[src/rtl/pc_gen_if.sv]
// Fetch-control bundle between the hazard/EX/exception logic and the PC generator.
// Handshake: none of these signals is a valid/ready pair. Every request is sampled at the
// rising clock edge, and every response is held until the next edge.
interface pc_gen_if #(
    parameter int WIDTH = 32
);
    logic             start_i;
    logic             PCWrite_i;
    logic             branch_i;
    logic [WIDTH-1:0] branch_target_i;
    logic             trap_i;
    logic             halt_i;
    logic [WIDTH-1:0] pc_o;
    logic [WIDTH-1:0] pc_seq_o;
    logic             valid_o;
    logic             pending_o;
    logic             misalign_o;
    logic [1:0]       state_o;

    modport master (
        output start_i, PCWrite_i, branch_i, branch_target_i, trap_i, halt_i,
        input  pc_o, pc_seq_o, valid_o, pending_o, misalign_o, state_o
    );

    modport slave (
        input  start_i, PCWrite_i, branch_i, branch_target_i, trap_i, halt_i,
        output pc_o, pc_seq_o, valid_o, pending_o, misalign_o, state_o
    );
endinterface

[src/rtl/pc_gen.sv]
// Program-counter generator for the fetch stage. It handles start-up, increment, stall hold,
// branch capture while stalled, trap vectoring and halt.
module pc_gen #(
    parameter int               WIDTH      = 32,
    parameter logic [WIDTH-1:0] RESET_VEC  = '0,
    parameter logic [WIDTH-1:0] TRAP_VEC   = 'h80,
    parameter int               INC        = 4,
    parameter int               ALIGN_BITS = 2
) (
    input  logic      clk_i,
    input  logic      rst_i,
    pc_gen_if.slave   bus
);
    typedef enum logic [1:0] {
        IDLE = 2'd0,
        RUN  = 2'd1,
        HALT = 2'd2
    } state_t;

    localparam logic [WIDTH-1:0] ALIGN_LOW = (WIDTH'(1) << ALIGN_BITS) - WIDTH'(1);

    state_t           r_state;
    logic [WIDTH-1:0] r_pc;
    logic             r_valid;
    logic             r_pending;
    logic [WIDTH-1:0] r_target;
    logic             r_misalign;

    state_t           w_next_state;
    logic [WIDTH-1:0] w_next_pc;
    logic             w_next_pending;
    logic [WIDTH-1:0] w_next_target;
    logic             w_next_misalign;
    logic [WIDTH-1:0] w_apply_tgt;

    // Alignment is judged on whichever target is actually applied, not on the one captured.
    assign w_apply_tgt = r_pending ? r_target : bus.branch_target_i;

    always_comb begin
        w_next_state    = r_state;
        w_next_pc       = r_pc;
        w_next_pending  = r_pending;
        w_next_target   = r_target;
        w_next_misalign = 1'b0;
        case (r_state)
            IDLE: begin
                if (bus.start_i) w_next_state = RUN;
            end
            RUN: begin
                if (bus.trap_i) begin
                    w_next_pc      = TRAP_VEC;
                    w_next_pending = 1'b0;
                end else if (bus.PCWrite_i) begin
                    if (r_pending || bus.branch_i) begin
                        w_next_pc       = w_apply_tgt & ~ALIGN_LOW;
                        w_next_misalign = |(w_apply_tgt & ALIGN_LOW);
                        w_next_pending  = 1'b0;
                    end else begin
                        w_next_pc = r_pc + WIDTH'(INC);
                    end
                end else if (bus.branch_i && !r_pending) begin
                    w_next_pending = 1'b1;
                    w_next_target  = bus.branch_target_i;
                end
                if (bus.halt_i) w_next_state = HALT;
            end
            HALT: begin
                if (bus.trap_i) begin
                    w_next_pc      = TRAP_VEC;
                    w_next_pending = 1'b0;
                end
                if (bus.start_i && !bus.halt_i) w_next_state = RUN;
            end
            default: w_next_state = IDLE;
        endcase
    end

    always_ff @(posedge clk_i or posedge rst_i) begin
        if (rst_i) begin
            r_state    <= IDLE;
            r_pc       <= RESET_VEC;
            r_valid    <= 1'b0;
            r_pending  <= 1'b0;
            r_target   <= '0;
            r_misalign <= 1'b0;
        end else begin
            r_state    <= w_next_state;
            r_pc       <= w_next_pc;
            r_valid    <= (w_next_state == RUN);
            r_pending  <= w_next_pending;
            r_target   <= w_next_target;
            r_misalign <= w_next_misalign;
        end
    end

    assign bus.pc_o       = r_pc;
    assign bus.pc_seq_o   = r_pc + WIDTH'(INC);
    assign bus.valid_o    = r_valid;
    assign bus.pending_o  = r_pending;
    assign bus.misalign_o = r_misalign;
    assign bus.state_o    = r_state;
endmodule

[src/flat_wrapper.sv]
// flat-port wrapper written by rule: the top's interface ports become plain ports
module pc_gen_flat 
#(
    parameter int               WIDTH      = 32,
    parameter logic [WIDTH-1:0] RESET_VEC  = '0,
    parameter logic [WIDTH-1:0] TRAP_VEC   = 'h80,
    parameter int               INC        = 4,
    parameter int               ALIGN_BITS = 2
)
  (clk_i, rst_i, bus_start_i, bus_PCWrite_i, bus_branch_i, bus_branch_target_i, bus_trap_i, bus_halt_i, bus_pc_o, bus_pc_seq_o, bus_valid_o, bus_pending_o, bus_misalign_o, bus_state_o);
  pc_gen_if #(.WIDTH(WIDTH)) bus_i ();
  input  logic clk_i;
  input  logic rst_i;
  input wire logic [$bits(bus_i.start_i)-1:0] bus_start_i;
  input wire logic [$bits(bus_i.PCWrite_i)-1:0] bus_PCWrite_i;
  input wire logic [$bits(bus_i.branch_i)-1:0] bus_branch_i;
  input wire logic [$bits(bus_i.branch_target_i)-1:0] bus_branch_target_i;
  input wire logic [$bits(bus_i.trap_i)-1:0] bus_trap_i;
  input wire logic [$bits(bus_i.halt_i)-1:0] bus_halt_i;
  output wire logic [$bits(bus_i.pc_o)-1:0] bus_pc_o;
  output wire logic [$bits(bus_i.pc_seq_o)-1:0] bus_pc_seq_o;
  output wire logic [$bits(bus_i.valid_o)-1:0] bus_valid_o;
  output wire logic [$bits(bus_i.pending_o)-1:0] bus_pending_o;
  output wire logic [$bits(bus_i.misalign_o)-1:0] bus_misalign_o;
  output wire logic [$bits(bus_i.state_o)-1:0] bus_state_o;
  assign bus_i.start_i = bus_start_i;
  assign bus_i.PCWrite_i = bus_PCWrite_i;
  assign bus_i.branch_i = bus_branch_i;
  assign bus_i.branch_target_i = bus_branch_target_i;
  assign bus_i.trap_i = bus_trap_i;
  assign bus_i.halt_i = bus_halt_i;
  assign bus_pc_o = bus_i.pc_o;
  assign bus_pc_seq_o = bus_i.pc_seq_o;
  assign bus_valid_o = bus_i.valid_o;
  assign bus_pending_o = bus_i.pending_o;
  assign bus_misalign_o = bus_i.misalign_o;
  assign bus_state_o = bus_i.state_o;
  pc_gen #(.WIDTH(WIDTH), .RESET_VEC(RESET_VEC), .TRAP_VEC(TRAP_VEC), .INC(INC), .ALIGN_BITS(ALIGN_BITS)) u_core (.clk_i(clk_i), .rst_i(rst_i), .bus(bus_i));
endmodule
[config.mk]
export PLATFORM = sky130hd
export DESIGN_NAME = pc_gen_flat
export DESIGN_NICKNAME = d
export VERILOG_FILES = /design/src/rtl/pc_gen_if.sv /design/src/rtl/pc_gen.sv /design/src/flat_wrapper.sv
export SDC_FILE = /design/constraint.sdc
export NUM_CORES = 1
export LEC_CHECK = 0
export ABC_CLOCK_PERIOD_IN_PS = 2120
export CAP_MARGIN = 0
export CORE_AREA = 2 2 117 119
export CTS_CLUSTER_DIAMETER = 60
export DETAILED_ROUTE_END_ITERATION = 7
export DIE_AREA = 0 0 119 121
export GPL_ROUTABILITY_DRIVEN = 0
export PLACE_DENSITY = 0.66
export SYNTH_ARGS = -nofsm -noshare
export SYNTH_HDL_FRONTEND = slang
export SYNTH_SLANG_ARGS = --single-unit
export TNS_END_PERCENT = 5
[constraint.sdc]
create_clock -name clk_i -period 2.12 [get_ports clk_i]
set_input_delay 0.424 -clock clk_i [delete_from_list [all_inputs] [get_ports clk_i]]
set_output_delay 0.424 -clock clk_i [all_outputs]
set_load 0.005 [all_outputs]
==> results_dict.tcl <==
set metrics [dict create \
    rows 42 \
    max_freq_ghz 0.4160 \
    wl_mm 13.49 \
    ys_types 66 \
    period_share 1.134 \
    worst-path-stages 9 \
    synth_edf_count 0 \
    fp.dieH_um 121 \
    layout_min_cycle_time_ns 2.404 \
    critPathCaptureType "output pin" \
    crit_type "flip-flop to output pin" \
    synthAdderAreaFrac 0.003108 \
    dp.final_hpwl_mm 9.546 \
    synthCells 406 \
    leakage_nw 3.003 \
    grt_antenna_before_repair 0 \
    drv_cap 0 \
    worst-path-max-fanout 3 \
    routedWlPerCell_um 17.03 \
    pwr-share-comb 0.470 \
    fp.dieW_um 119 \
    synth_top_family_by_area "compound AO/OA/AOI/OAI gates" \
    path_clk_slew_ns 0.06 \
    slowest_stage "dfrtp_2" \
    slew_viol_final 0 \
    ys_ff_latch 67 \
    drive_gt1_frac 0.3831 \
    worst_ep_required_time_ns 1.70 \
    fin_hold_ws_ns 0.4845 \
    drtIter0Drc 272 \
    ctsRootBufferMaster "clkbuf_16" \
    muxShareOfSynthArea 0.1019 \
    seq_area_um2 1679 \
    synth-compound-area-share 0.1799 \
    synth_area_per_cell_um2 9.917 \
    setup_slack_ns -0.2840 \
    area_growth_pct 60.78 \
    cp.arrival_ns 1.98 \
    cts_buffers 9 \
    rsz0062_at_grt "true" \
    hold_class "primary input to asynchronous set/reset pin" \
    p_clk_frac 0.209 \
    grt_pass1_wl_mm 21.55 \
    start_kind "flip-flop" \
    p_int_mw 4.380 \
    port_buffers 103 \
    p_switching_mw 2.365 \
    multiInputGateArea_um2 2323 \
    ys_warn_count 0 \
    syn_area_um2 4026 \
    htree_levels 3 \
    grt_pass1_vias 4200 \
    initial_core_util 0.3077 \
    reg2regPathDepth 9 \
    cts_sinks 67 \
    core_um2 13090 \
    crit_family "simple AND/OR/NAND/NOR gates" \
    powerDensity_nw_per_um2 1042 \
    clock_latency_ns 0.33 \
    floorplan.io_pins 108 \
    grt.total_usage 0.1904 \
    outcome "finished, violations left" \
    p_sw_frac 0.3506 \
    ir_drop_mv 0.3909 \
    cts_tree "yes" \
    num_vias 4093 \
    ant_nets 0 \
    ys.flop_type "dfrtp_1" \
    finalSetupViolations 22 \
    grt_max_degree 68 \
    async_flop_share 1.000 \
    cts_hold_buffers 0 \
    critPathMaxStageDelay_ns 0.44 \
    final_cell_count_no_fill 792 \
    ys_seq_area_frac 0.4164 \
    critical_path.cell_chain "ha_4, nand3_4, nor4_4, buf_4, and2_4, buf_6, nand2_4, xnor2_1, buf_2" \
    drc 0 \
    synth_xor_area_frac 0.06308 \
    dp_cells 750 \
    dr.pass1.iters 4 \
    finalClockSkew_ns 0.008583 \
    fillers 1157 \
    diodes 0 \
    p_seq_frac 0.320 \
    clockBufferDepth 2 \
    synthSimpleGateAreaFrac 0.1706 \
    critPathBufInv 3 \
    p_total_mw 6.745 \
    violations "negative setup slack" \
    avgViaCountPerCell 5.168 \
    hold_viol_final 0 \
    layout.nets 651 \
    grt_overflow 0 \
    die-area_um2 14400 \
]
==> logic make-up after synthesis <==
| logic type | Yosys count |
|---|---|
| mux | 37 |
| xor+xnor | 29 |
| compound gates | 106 |
| simple gates | 123 |
| fa+ha+maj | 1 |
| flops | 67 |
| other cells | 1 |
| buf+inv | 42 |
==> path summary, 6_finish.rpt <==
path / startpoint / to / slack, ns
worst max-delay path: u_core.bus.pc_o[3] / bus_pc_seq_o[20] / -0.28
worst min-delay path: rst_i / u_core.bus.state_o[1] / 0.48
worst max register to register: u_core.bus.pc_o[3] / u_core.bus.pc_o[27] / 0.02
worst min register to register: u_core.r_target[5] / u_core.r_target[5] / 0.50
max in group asynchronous: rst_i / u_core.bus.pc_o[3] / 1.31
min in group clk_i: u_core.r_target[5] / u_core.r_target[5] / 0.50
==> layout make-up <==
class | count | area share
Clock buffer | 12 | 0.03962
Clock inverter | 4 | 0.003865
Inverter | 9 | 0.005218
Multi-Input combinational cell | 300 | 0.3589
Sequential cell | 67 | 0.2594
Tap cell | 176 | 0.03402
Timing Repair Buffer | 224 | 0.2990
==> worst register-to-register path, cell delays in order (launching register included) <==
cell     delay [ns]
dfrtp_2        0.44
nand4_4        0.14
nor4_4         0.29
buf_4          0.17
buf_4          0.10
nand4_1        0.12
xnor2_2        0.17
buf_4          0.14
buf_4          0.12
a221o_1        0.30
==> state kept, by name (all words and copies together) (netlist names) <==
signal,cells
u_core.bus.valid_o,1
u_core.bus.pending_o,1
u_core.r_target,32
u_core.bus.state_o,2
u_core.bus.pc_o,30
u_core.bus.misalign_o,1
==> cell usage after synthesis (5+ instances only) <==
cell type  number  area share
dfrtp_1        67        0.42
buf_2           7      0.0087
and3_1          8       0.012
nand2_1        40       0.037
xor2_1         11       0.024
xnor2_1        18       0.039
a31oi_1         5      0.0078
buf_4           5      0.0093
clkbuf_1        9      0.0084
a21oi_1        14       0.017
nor2_1         23       0.021
nor3_1          9       0.011
inv_1           9      0.0084
a22oi_1        11       0.021
nand3_1        12       0.015
mux2_2         31       0.087
o21ai_0        31       0.039
mux2i_1         5       0.012
==> power groups by stage <==
stage                     Sequential (mW)  Combinational [mW]  Clock [mW]
after detailed placement             2.15                3.13           0
after floorplan                      2.16                1.37           0
after CTS                            2.14                3.19        1.44
after global placement               2.10                3.07           0
after global routing                 2.22                3.43        1.50
final                                2.16                3.17        1.41
==> through the flow <==
step / util / TNS, ns / worst slack (ns) / cell area (um2)
after floorplan: - / 0 / 0.01284 / 4038
after global placement: 0.4467 / -7.101 / -0.3072 / 5846
after detailed placement: 0.4467 / -8.914 / -0.3817 / 5846
after CTS: 0.4940 / -3.769 / -0.2556 / 6464
after global routing: 0.4947 / -6.005 / -0.3711 / 6474
final: 0.4947 / -3.678 / -0.2840 / 6474
==> what timing repair did <==
action	in CTS	in global routing
endpoints found under the hold margin	0	0
gates resized for setup	136	9
pin swaps	21	9
setup endpoints to repair	28	26
buffers inserted	26	0
==> routing by layer <==
layer	track usage	routed length, um
met1	0.2388	5690
met2	0.3211	6694
met3	0.03524	762
met4	0.08259	342
met5	0	0
==> placed cells by master (no fill, tap or decap), types with 5 or more instances in the layout <==
| cell | count |
|---|---|
| buf_4 | 105 |
| clkdlybuf4s50_1 | 76 |
| dfrtp_1 | 65 |
| nand2_1 | 37 |
| mux2_2 | 31 |
| o21ai_0 | 31 |
| nor2_1 | 20 |
| buf_2 | 20 |
| a21oi_1 | 14 |
| a22oi_1 | 11 |
| xnor2_1 | 11 |
| buf_6 | 11 |
| xor2_1 | 9 |
| clkbuf_16 | 9 |
| inv_1 | 8 |
| nand3_1 | 7 |
| xnor2_2 | 7 |
| and3_1 | 7 |
| mux2i_1 | 5 |
| nor3_1 | 5 |
| a31oi_1 | 5 |
| buf_12 | 5 |
No activity file was read; power rests on OpenSTA's default activity.
